$ cat config.mk
export PLATFORM = sky130hd
export DESIGN_NAME = nn_ctrl_sequencer_flat
export DESIGN_NICKNAME = d
export VERILOG_FILES = /design/src/rtl/nn_ctrl_pkg.sv /design/src/rtl/nn_ctrl_sequencer_if.sv /design/src/rtl/nn_ctrl_decode.sv /design/src/rtl/nn_ctrl_sequencer.sv /design/src/flat_wrapper.sv
export SDC_FILE = /design/constraint.sdc
export NUM_CORES = 1
export LEC_CHECK = 0
export BUFFER_PORTS_ARGS = -buffer_cell sky130_fd_sc_hd__buf_2
export CORE_ASPECT_RATIO = 1.25
export CORE_MARGIN = 3
export CORE_UTILIZATION = 25
export DETAILED_ROUTE_END_ITERATION = 12
export SETUP_SLACK_MARGIN = 0.2
export SYNTH_ARGS = -nofsm -noshare
export SYNTH_HDL_FRONTEND = slang
export SYNTH_SLANG_ARGS = --single-unit
$ cat constraint.sdc
create_clock -name clk -period 1.7 [get_ports clk]
set_clock_uncertainty 0.05 [all_clocks]
set_input_delay 0.34 -clock clk [delete_from_list [all_inputs] [get_ports clk]]
set_output_delay 0.34 -clock clk [all_outputs]
set_load 0.02 [all_outputs]
$ cat src/rtl/nn_ctrl_pkg.sv
// Shared types for the NN control sequencer.
// Opcodes, ALU selects, FSM states and the control word.
package nn_ctrl_pkg;

  localparam logic [3:0] OP_NOP  = 4'h0;
  localparam logic [3:0] OP_ADD  = 4'h1;
  localparam logic [3:0] OP_MUL  = 4'h2;
  localparam logic [3:0] OP_SLT  = 4'h3;
  localparam logic [3:0] OP_MAC  = 4'h4;
  localparam logic [3:0] OP_HALT = 4'hB;
  localparam logic [3:0] OP_LD   = 4'hE;
  localparam logic [3:0] OP_ST   = 4'hF;

  // Low codes zero-extend to the ALU field; IDLE widens to all-ones
  typedef enum logic [1:0] {
    ALU_ADD  = 2'd0,
    ALU_MUL  = 2'd1,
    ALU_SLT  = 2'd2,
    ALU_IDLE = 2'd3
  } aluOp_e;

  typedef enum logic [2:0] {
    ST_IDLE,
    ST_EXEC,
    ST_MAC,
    ST_MEM,
    ST_HALTED
  } state_e;

  typedef struct packed {
    logic   regWrite;
    logic   memToReg;
    logic   memWrite;
    logic   aluSrc;
    logic   regDst;
    aluOp_e alu1;
    aluOp_e alu2;
  } ctrlWord_t;

  localparam ctrlWord_t CW_IDLE = '{
    regWrite: 1'b0,
    memToReg: 1'b0,
    memWrite: 1'b0,
    aluSrc:   1'b0,
    regDst:   1'b0,
    alu1:     ALU_IDLE,
    alu2:     ALU_IDLE
  };

endpackage

$ cat src/rtl/nn_ctrl_sequencer_if.sv
// Instruction handshake and control-word bundle.
// master = instruction issuer, slave = sequencer.
interface nn_ctrl_sequencer_if #(
  parameter int OPW  = 4,
  parameter int ALUW = 3
);
  logic            instr_valid;
  logic            instr_ready;
  logic [OPW-1:0]  opcode;
  logic            mem_ready;
  logic            ctrl_valid;
  logic            RegWrite;
  logic            MemtoReg;
  logic            MemWrite;
  logic            ALUSrc;
  logic            RegDst;
  logic [ALUW-1:0] ALUControl1;
  logic [ALUW-1:0] ALUControl2;
  logic            busy;
  logic            halted;
  logic            illegal;

  modport master (
    output instr_valid, opcode, mem_ready,
    input  instr_ready, ctrl_valid,
    input  RegWrite, MemtoReg, MemWrite,
    input  ALUSrc, RegDst,
    input  ALUControl1, ALUControl2,
    input  busy, halted, illegal
  );

  modport slave (
    input  instr_valid, opcode, mem_ready,
    output instr_ready, ctrl_valid,
    output RegWrite, MemtoReg, MemWrite,
    output ALUSrc, RegDst,
    output ALUControl1, ALUControl2,
    output busy, halted, illegal
  );
endinterface

$ cat src/rtl/nn_ctrl_decode.sv
// Combinational opcode decoder.
// Produces the control word plus instruction-class flags.
module nn_ctrl_decode
  import nn_ctrl_pkg::*;
#(
  parameter int OPW = 4
) (
  input  logic [OPW-1:0] opcode,
  output ctrlWord_t      word,
  output logic           is_mac,
  output logic           is_mem,
  output logic           is_halt,
  output logic           is_illegal
);

  always_comb begin
    word       = CW_IDLE;
    is_mac     = 1'b0;
    is_mem     = 1'b0;
    is_halt    = 1'b0;
    is_illegal = 1'b0;
    unique case (1'b1)
      opcode == OPW'(OP_NOP): ;
      opcode == OPW'(OP_ADD): begin
        word.regWrite = 1'b1;
        word.alu1     = ALU_ADD;
      end
      opcode == OPW'(OP_MUL): begin
        word.regWrite = 1'b1;
        word.alu1     = ALU_MUL;
      end
      opcode == OPW'(OP_SLT): begin
        word.regWrite = 1'b1;
        word.alu1     = ALU_SLT;
      end
      opcode == OPW'(OP_MAC): begin
        word.regWrite = 1'b1;
        word.alu1     = ALU_MUL;
        word.alu2     = ALU_ADD;
        is_mac        = 1'b1;
      end
      opcode == OPW'(OP_HALT): is_halt = 1'b1;
      opcode == OPW'(OP_LD): begin
        word.regWrite = 1'b1;
        word.memToReg = 1'b1;
        word.alu1     = ALU_ADD;
        is_mem        = 1'b1;
      end
      opcode == OPW'(OP_ST): begin
        word.memWrite = 1'b1;
        word.alu1     = ALU_ADD;
        is_mem        = 1'b1;
      end
      default: is_illegal = 1'b1;
    endcase
  end

endmodule

$ cat src/rtl/nn_ctrl_sequencer.sv
// Multi-cycle NN control sequencer.
// Registers decoded control words and holds them for MAC/memory ops.
module nn_ctrl_sequencer
  import nn_ctrl_pkg::*;
#(
  parameter int OPW        = 4,
  parameter int ALUW       = 3,
  parameter int MAC_CYCLES = 2
) (
  input logic          clk,
  input logic          rst_n,
  nn_ctrl_sequencer_if.slave bus
);

  localparam int CNTW     = $clog2(MAC_CYCLES + 1);
  localparam bit MACMULTI = (MAC_CYCLES > 1);

  state_e          state;
  state_e          nextState;
  state_e          target;
  ctrlWord_t       word;
  ctrlWord_t       decWord;
  ctrlWord_t       cw;
  logic [CNTW-1:0] macCnt;
  logic            haltFlag;
  logic            illegalFlag;
  logic            isMac;
  logic            isMem;
  logic            isHalt;
  logic            isIllegal;
  logic            ready;
  logic            accept;
  logic            commit;
  logic            active;

  function automatic logic [ALUW-1:0] aluField(aluOp_e op);
    return (op == ALU_IDLE) ? '1 : ALUW'(op);
  endfunction

  nn_ctrl_decode #(
    .OPW(OPW)
  ) u_decode (
    .opcode    (bus.opcode),
    .word      (decWord),
    .is_mac    (isMac),
    .is_mem    (isMem),
    .is_halt   (isHalt),
    .is_illegal(isIllegal)
  );

  assign ready  = (state == ST_IDLE) || (state == ST_EXEC);
  assign accept = bus.instr_valid && ready;
  assign active = (state == ST_EXEC) || (state == ST_MAC)
               || (state == ST_MEM);

  always_comb begin
    target = ST_EXEC;
    unique case (1'b1)
      isHalt:           target = ST_HALTED;
      isMem:            target = ST_MEM;
      isMac && MACMULTI: target = ST_MAC;
      default: ;
    endcase
  end

  always_comb begin
    nextState = state;
    commit    = 1'b0;
    unique case (state)
      ST_IDLE: nextState = accept ? target : ST_IDLE;
      ST_EXEC: begin
        commit    = 1'b1;
        nextState = accept ? target : ST_IDLE;
      end
      ST_MAC: begin
        commit = (macCnt == CNTW'(1));
        if (commit) nextState = ST_IDLE;
      end
      ST_MEM: begin
        commit = bus.mem_ready;
        if (commit) nextState = ST_IDLE;
      end
      ST_HALTED: nextState = ST_HALTED;
      default:   nextState = ST_IDLE;
    endcase
  end

  always_ff @(posedge clk or negedge rst_n) begin
    if (!rst_n) begin
      state       <= ST_IDLE;
      word        <= CW_IDLE;
      macCnt      <= '0;
      haltFlag    <= 1'b0;
      illegalFlag <= 1'b0;
    end else begin
      state <= nextState;
      if (accept) word <= decWord;
      if (accept && isMac)
        macCnt <= CNTW'(MAC_CYCLES);
      else if (state == ST_MAC && macCnt != '0)
        macCnt <= macCnt - CNTW'(1);
      if (accept && isHalt)    haltFlag    <= 1'b1;
      if (accept && isIllegal) illegalFlag <= 1'b1;
    end
  end

  // Fields only leave the idle pattern while an instruction is in flight
  assign cw = active ? word : CW_IDLE;

  assign bus.instr_ready = ready;
  assign bus.ctrl_valid  = commit;
  assign bus.RegWrite    = commit && cw.regWrite;
  assign bus.MemtoReg    = cw.memToReg;
  assign bus.MemWrite    = cw.memWrite;
  assign bus.ALUSrc      = cw.aluSrc;
  assign bus.RegDst      = cw.regDst;
  assign bus.ALUControl1 = aluField(cw.alu1);
  assign bus.ALUControl2 = aluField(cw.alu2);
  assign bus.busy        = active;
  assign bus.halted      = haltFlag;
  assign bus.illegal     = illegalFlag;

endmodule

$ cat src/flat_wrapper.sv
// flat-port wrapper written by rule: the top's interface ports become plain ports
module nn_ctrl_sequencer_flat import nn_ctrl_pkg::*;
#(
  parameter int OPW        = 4,
  parameter int ALUW       = 3,
  parameter int MAC_CYCLES = 2
)
  (clk, rst_n, bus_instr_valid, bus_opcode, bus_mem_ready, bus_instr_ready, bus_ctrl_valid, bus_RegWrite, bus_MemtoReg, bus_MemWrite, bus_ALUSrc, bus_RegDst, bus_ALUControl1, bus_ALUControl2, bus_busy, bus_halted, bus_illegal);
  nn_ctrl_sequencer_if #(.OPW(OPW), .ALUW(ALUW)) bus_i ();
  input logic clk;
  input logic rst_n;
  input wire logic [$bits(bus_i.instr_valid)-1:0] bus_instr_valid;
  input wire logic [$bits(bus_i.opcode)-1:0] bus_opcode;
  input wire logic [$bits(bus_i.mem_ready)-1:0] bus_mem_ready;
  output wire logic [$bits(bus_i.instr_ready)-1:0] bus_instr_ready;
  output wire logic [$bits(bus_i.ctrl_valid)-1:0] bus_ctrl_valid;
  output wire logic [$bits(bus_i.RegWrite)-1:0] bus_RegWrite;
  output wire logic [$bits(bus_i.MemtoReg)-1:0] bus_MemtoReg;
  output wire logic [$bits(bus_i.MemWrite)-1:0] bus_MemWrite;
  output wire logic [$bits(bus_i.ALUSrc)-1:0] bus_ALUSrc;
  output wire logic [$bits(bus_i.RegDst)-1:0] bus_RegDst;
  output wire logic [$bits(bus_i.ALUControl1)-1:0] bus_ALUControl1;
  output wire logic [$bits(bus_i.ALUControl2)-1:0] bus_ALUControl2;
  output wire logic [$bits(bus_i.busy)-1:0] bus_busy;
  output wire logic [$bits(bus_i.halted)-1:0] bus_halted;
  output wire logic [$bits(bus_i.illegal)-1:0] bus_illegal;
  assign bus_i.instr_valid = bus_instr_valid;
  assign bus_i.opcode = bus_opcode;
  assign bus_i.mem_ready = bus_mem_ready;
  assign bus_instr_ready = bus_i.instr_ready;
  assign bus_ctrl_valid = bus_i.ctrl_valid;
  assign bus_RegWrite = bus_i.RegWrite;
  assign bus_MemtoReg = bus_i.MemtoReg;
  assign bus_MemWrite = bus_i.MemWrite;
  assign bus_ALUSrc = bus_i.ALUSrc;
  assign bus_RegDst = bus_i.RegDst;
  assign bus_ALUControl1 = bus_i.ALUControl1;
  assign bus_ALUControl2 = bus_i.ALUControl2;
  assign bus_busy = bus_i.busy;
  assign bus_halted = bus_i.halted;
  assign bus_illegal = bus_i.illegal;
  nn_ctrl_sequencer #(.OPW(OPW), .ALUW(ALUW), .MAC_CYCLES(MAC_CYCLES)) u_core (.clk(clk), .rst_n(rst_n), .bus(bus_i));
endmodule
* Word level (Yosys, flattened, before mapping) *
Index checks and enable logic that the tools add are counted.

cells by class
  $add $sub $neg = 1
  equal/unequal tests = 16
  mux-type cells = 20
  reductions and logical operators = 20

operators by type and width
  kind                                                              number
  3-bit two-way mux                                                 5
  4-bit == test (second input constant)                             3
  3-bit one-hot mux with 4 select lines                             1
  9-bit two-way mux                                                 1
  3-bit one-hot mux with 3 select lines                             1
  4-bit by 2-bit == test with 1-bit output (second input constant)  2
  8-bit OR reduction                                                1
  1-bit two-way mux                                                 7
  3-bit by 2-bit == test with 1-bit output (second input constant)  2
  1-bit logical AND                                                 6
  2-bit two-way mux                                                 3
  2-bit one-hot mux with 3 select lines                             1
  2-bit OR reduction                                                3
  5-bit OR reduction                                                1
  2-bit == test (second input constant)                             2
  4-bit by 1-bit == test with 1-bit output (second input constant)  1
  4-bit by 3-bit == test with 1-bit output (second input constant)  1
  4-bit zero test                                                   1
  2-bit nonzero test                                                2
  3-bit by 1-bit == test with 1-bit output (second input constant)  1
  3-bit == test (second input constant)                             1
  3-bit zero test                                                   1
  1-bit logical OR                                                  3
  1-bit one-hot mux with 3 select lines                             1
  other kinds (6)                                                   6

word-level totals
  register bits = 14
  input port bits = 8
  output and inout port bits = 16

* Longest topological paths before layout *
  word-level depth = 6
  gate-level depth with buffers = 5
  gate-level depth less buffers = 5

* By module *
From an unflattened synthesis, not the netlist that was laid out.

unflattened totals
  cell total of the unflattened synthesis = 99
  area total of the unflattened synthesis = 1001.0 um^2

by module, submodules not included
  module             times used  cells an instance  area each (um^2)
  nn_ctrl_sequencer  1           74                 809.5
  nn_ctrl_decode     1           25                 191.4

* Worst setup path after synthesis *
Ideal clock, no wire load.

  path kind = flip-flop to output port
  start = register u_core.state[2]
  end = output port bus_ALUControl2[1]
  arrival = 1.261 ns
  data required time = 1.310 ns
  path slack = 0.049 ns
  cell stages (with the launch flop) = 4
  buffers on the path = 2
  path through = dfrtp_1 -> clkbuf_1 -> or3_1 -> buf_4

between the ends
  longest elaborated chain between the ends = 6
  elaborated cells on any way between the ends = 8
  classes of those cells = eq/ne (4); mux (2); reduce/logical (2)

RTL lines
  item                                                                                                  line                      source
  from (decl)                                                                                           nn_ctrl_sequencer.sv:18   state_e state;
  from (signal assigned)                                                                                nn_ctrl_sequencer.sv:96   state <= nextState;
  3-bit by 1-bit == test with 1-bit output or 3-bit by 2-bit == test with 1-bit output (tied branches)  nn_ctrl_sequencer.sv:53   assign active = (state == ST_EXEC) || (state == ST_MAC)
  1-bit logical OR                                                                                      nn_ctrl_sequencer.sv:53
  1-bit logical OR (*)                                                                                  nn_ctrl_sequencer.sv:54   || (state == ST_MEM);
  9-bit two-way mux (*)                                                                                 nn_ctrl_sequencer.sv:108  assign cw = active ? word : CW_IDLE;
  2-bit == test                                                                                         nn_ctrl_sequencer.sv:37   return (op == ALU_IDLE) ? '1 : ALUW'(op);
  3-bit two-way mux (*)                                                                                 nn_ctrl_sequencer.sv:37
  to (decl)                                                                                             flat_wrapper.sv:23        output wire logic [$bits(bus_i.ALUControl2)-1:0] bus_ALUControl2;

Every way passes the cells marked *; elsewhere a longest branch is shown, timed or not.

* Worst setup path after layout *
  start = register u_core.macCnt[1]
  end = output port bus_RegWrite

between the ends
  longest elaborated chain between the ends = 3

RTL lines
  item                                      line                      source
  from (decl)                               nn_ctrl_sequencer.sv:24   logic [CNTW-1:0] macCnt;
  from (signal assigned)                    nn_ctrl_sequencer.sv:99   macCnt <= CNTW'(MAC_CYCLES);
  from (signal assigned)                    nn_ctrl_sequencer.sv:101  macCnt <= macCnt - CNTW'(1);
  2-bit by 1-bit == test with 1-bit output  nn_ctrl_sequencer.sv:76   commit = (macCnt == CNTW'(1));
  1-bit one-hot mux with 3 select lines     nn_ctrl_sequencer.sv:69   unique case (state)
  1-bit logical AND                         nn_ctrl_sequencer.sv:112  assign bus.RegWrite = commit && cw.regWrite;
  to (decl)                                 flat_wrapper.sv:17        output wire logic [$bits(bus_i.RegWrite)-1:0] bus_RegWrite;

No other way between the ends.

==> results.md <==
* P_int at 990.4 µW
* Crit. Startpoint: u_core.macCnt[1]
* RSZ-0062 raised after global routing: yes
* Final Power at 1.596 mW
* Die Footprint at 4050 µm²
* Comb pwr share at 57.0%
* Data required, critical path at 1.31 ns
* Final critical-path share of the clock period at 101.8%
* R2R depth at 6
* Chip Width at 57.52 µm
* Static Leak at 0.5574 nW
* Synthesized instance count at 91
* Core footprint at 3055 µm²
* PwrDens at 1244 nW/µm²
* Seq. cell area at 334.1 µm²
* MaxCap Viol Count at 0
* CP Launch Type: flop
* Vias in the first global route at 752
* Residual DRC count at 0
* Clk buf depth at 2
* Yosys top cell by area: dfrtp_1
* # diodes at 0
* Clock transition at path regs at 0.08 ns
* Clk sinks at 13
* # IOs at 24
* Worst endpoint data arrival time at 1.34 ns
* Worst Hold Launch: bus_mem_ready
* Syn-to-layout area delta at 54.75%
* Routability cong. at 0.7860
* GRT Total Usage at 10.15%
* Die Ht at 70.41 µm
* Switch share at 37.96%
* HPWL after DPL at 1444 µm
* DR vias/cell at 4.706
* Grt ovf at 0
* Final setup fails at 2
* Post-Synthesis Cell Area at 829.5 µm²
* Starting Density at 27.15%
* Most frequent cell after synthesis: dfrtp_1
* IO buf count at 21
* Failing checks: negative setup slack
* Global-route wire length before repair at 3346 µm
* Yosys reg bits at 13
* Synth cell count leaders: dfrtp_1, nand2_1, nor2_1, inv_1
* Synth top area cells: dfrtp_1, dfstp_2, nand2_1, buf_4, xnor2_1
* Area of the multi-input gates at 534.3 µm²
* Worst path slowest cell: dfrtp_1
* Sequential share of the synthesized area at 39.67%
* FMAX at 577.7 MHz
* WL final at 1917 µm
* Hold crit path type: input pin to flop
* Final Slew Violations at 0
* CTS tree: done
* Hold Fails Final Rpt at 0
* Nets at 135
* Clock root cell: clkbuf_4
* Worst vdd ir at 0.0005525 V
* Clock latency on the worst-skew pair at 0.27 ns
* TritonCTS buffer count at 3
* Sw Pwr at 606.0 µW
* Setup WS post-layout at -0.03105 ns
* WP buf/inv at 2
* Ys async rst share at 100.0%
* Detailed-route via count at 753
* R2R Path Start: u_core.macCnt[1]
* Critical path's top delay family: flip-flops
* Crit path time final at 1.731 ns
* Worst-path cell chain: inv_2, ha_4, nand3b_1, a211oi_2, buf_4
* Largest net degree at the start of global routing at 14
* Std cell rows at 22
* Outcome: finished, violations left
* Drt pass-1 iters at 2
* Ys flop type: dfrtp_1
* Fill count at 305
* WL per Instance at 11.98 µm
* Antenna violations before repair at 0
* Synth warn at 0
* Placed cell count at 146
* Crit-path max FO at 2
* Post-synth EDFFs at 0
* H-tree Lvls at 1
* Hold depth at 3
* Stages on worst setup path at 5
* Crit. End Element: output pin
* Flop pwr share at 31.5%
* Final Non-Filler Cells at 160
* CP peak stage delay at 0.40 ns
* Clock power share at 11.6%
* Final ANT Viol Nets at 0
* Setup Crit Path Kind: flop to output pin
* Iter 0 DRT Violations at 11
* Synth unique cells at 38
* Post-Syn Area per Cell at 9.116 µm²
* Share of cells above drive strength 1 at 57.26%
* Post-synth top area share at 30.17%
## cell type report
cell class	instances	area share [%]
multi-input cells	64	41.62
repair buffers	38	25.34
flip-flops and latches	13	26.02
inverters	5	1.462
clock buffers	4	2.047
well taps	36	3.509
## cells by family (layout without fill, tap and decap cells)
logic type | count (synthesis) | after routing | share of synthesized area [%]
XOR/XNOR | 3 | 3 | 3.168
AO/OA/AOI/OAI | 20 | 20 | 17.04
adder cells (fa/ha/maj) | 2 | 2 | 3.016
buffers and inverters | 15 | 47 | 10.41
AND/OR/NAND/NOR | 36 | 36 | 24.89
multiplexers | 1 | 1 | 1.357
other | 1 | 2 | 0.4521
flip-flops | 13 | 13 | 39.67
## power groups by stage
stage | clock, mW | sequential, mW | combinational [mW]
floorplan | 0 | 0.473 | 0.416
global placement | 0 | 0.482 | 0.560
detailed placement | 0 | 0.489 | 0.569
CTS | 0.189 | 0.503 | 0.859
global route | 0.208 | 0.514 | 0.986
finish | 0.185 | 0.502 | 0.909
## state kept, by name, indices dropped and copies added, names as in the netlist
register / cells
u_core.state: 3
u_core.bus.halted: 1
u_core.word: 6
u_core.bus.illegal: 1
u_core.macCnt: 2
## worst reg2reg max path: cells and delay by family, from the launching register on
family / cells / cell delay (ns)
simple gates: 2 / 0.69
flops: 1 / 0.37
buf+inv: 2 / 0.20
xor+xnor: 1 / 0.16
fa+ha+maj: 1 / 0.14
## through the flow
stage | worst slack (ns) | TNS [ns] | util [%] | hold WS [ns] | instance area [µm²]
after floorplan | 0.1671 | 0 | - | -0.005591 | 859.6
after global placement | 0.1353 | 0 | 32.31 | 0.1916 | 987.2
after detailed placement | 0.1205 | 0 | 32.31 | 0.1906 | 987.2
after CTS | -0.03923 | -0.03923 | 40.95 | 0.3006 | 1251
after global routing | -0.1056 | -0.3404 | 42.01 | 0.3068 | 1284
final | -0.03105 | -0.05094 | 42.01 | 0.3098 | 1284
## cells in the final DEF (no fill, tap or decap), types with 3 or more instances in the layout
cell type	instances
a21oi_1	4
dfstp_2	3
dfrtp_1	6
nor2_4	5
nand2_1	8
nand3b_1	3
clkbuf_4	3
or3_4	3
buf_4	12
buf_2	9
inv_1	4
buf_6	16
dfrtp_2	4
## repair_timing
action                                  in CTS  in global routing
endpoints found under the hold margin       10                  0
hold buffers                                 1                  0
pin swaps                                   15                  7
setup buffers                                8                  1
endpoints found under the setup margin      15                 19
resized for setup                           49                  7
## routing by layer
| metal | wire [µm] | share of wire (%) | GRT usage [%] | vias up |
|---|---|---|---|---|
| met5 | 0 | 0 | 0 | - |
| met4 | 19 | 0.99 | 3.866 | 0 |
| met3 | 99 | 5.2 | 2.033 | 2 |
| met2 | 986 | 51 | 17.46 | 16 |
| met1 | 812 | 42 | 12.08 | 358 |
| li1 | - | - | - | 377 |
## worst paths after layout
path / to / slack (ns)
max in group asynchronous: u_core.word[0] / 0.89
worst min register to register: u_core.word[2] / 0.42
min in group asynchronous: u_core.macCnt[1] / 0.43
worst min-delay path: u_core.state[0] / 0.31
worst max register to register: u_core.macCnt[0] / -0.02
worst max-delay path: bus_RegWrite / -0.03
Note: power is estimated with default switching activity, not from simulation.
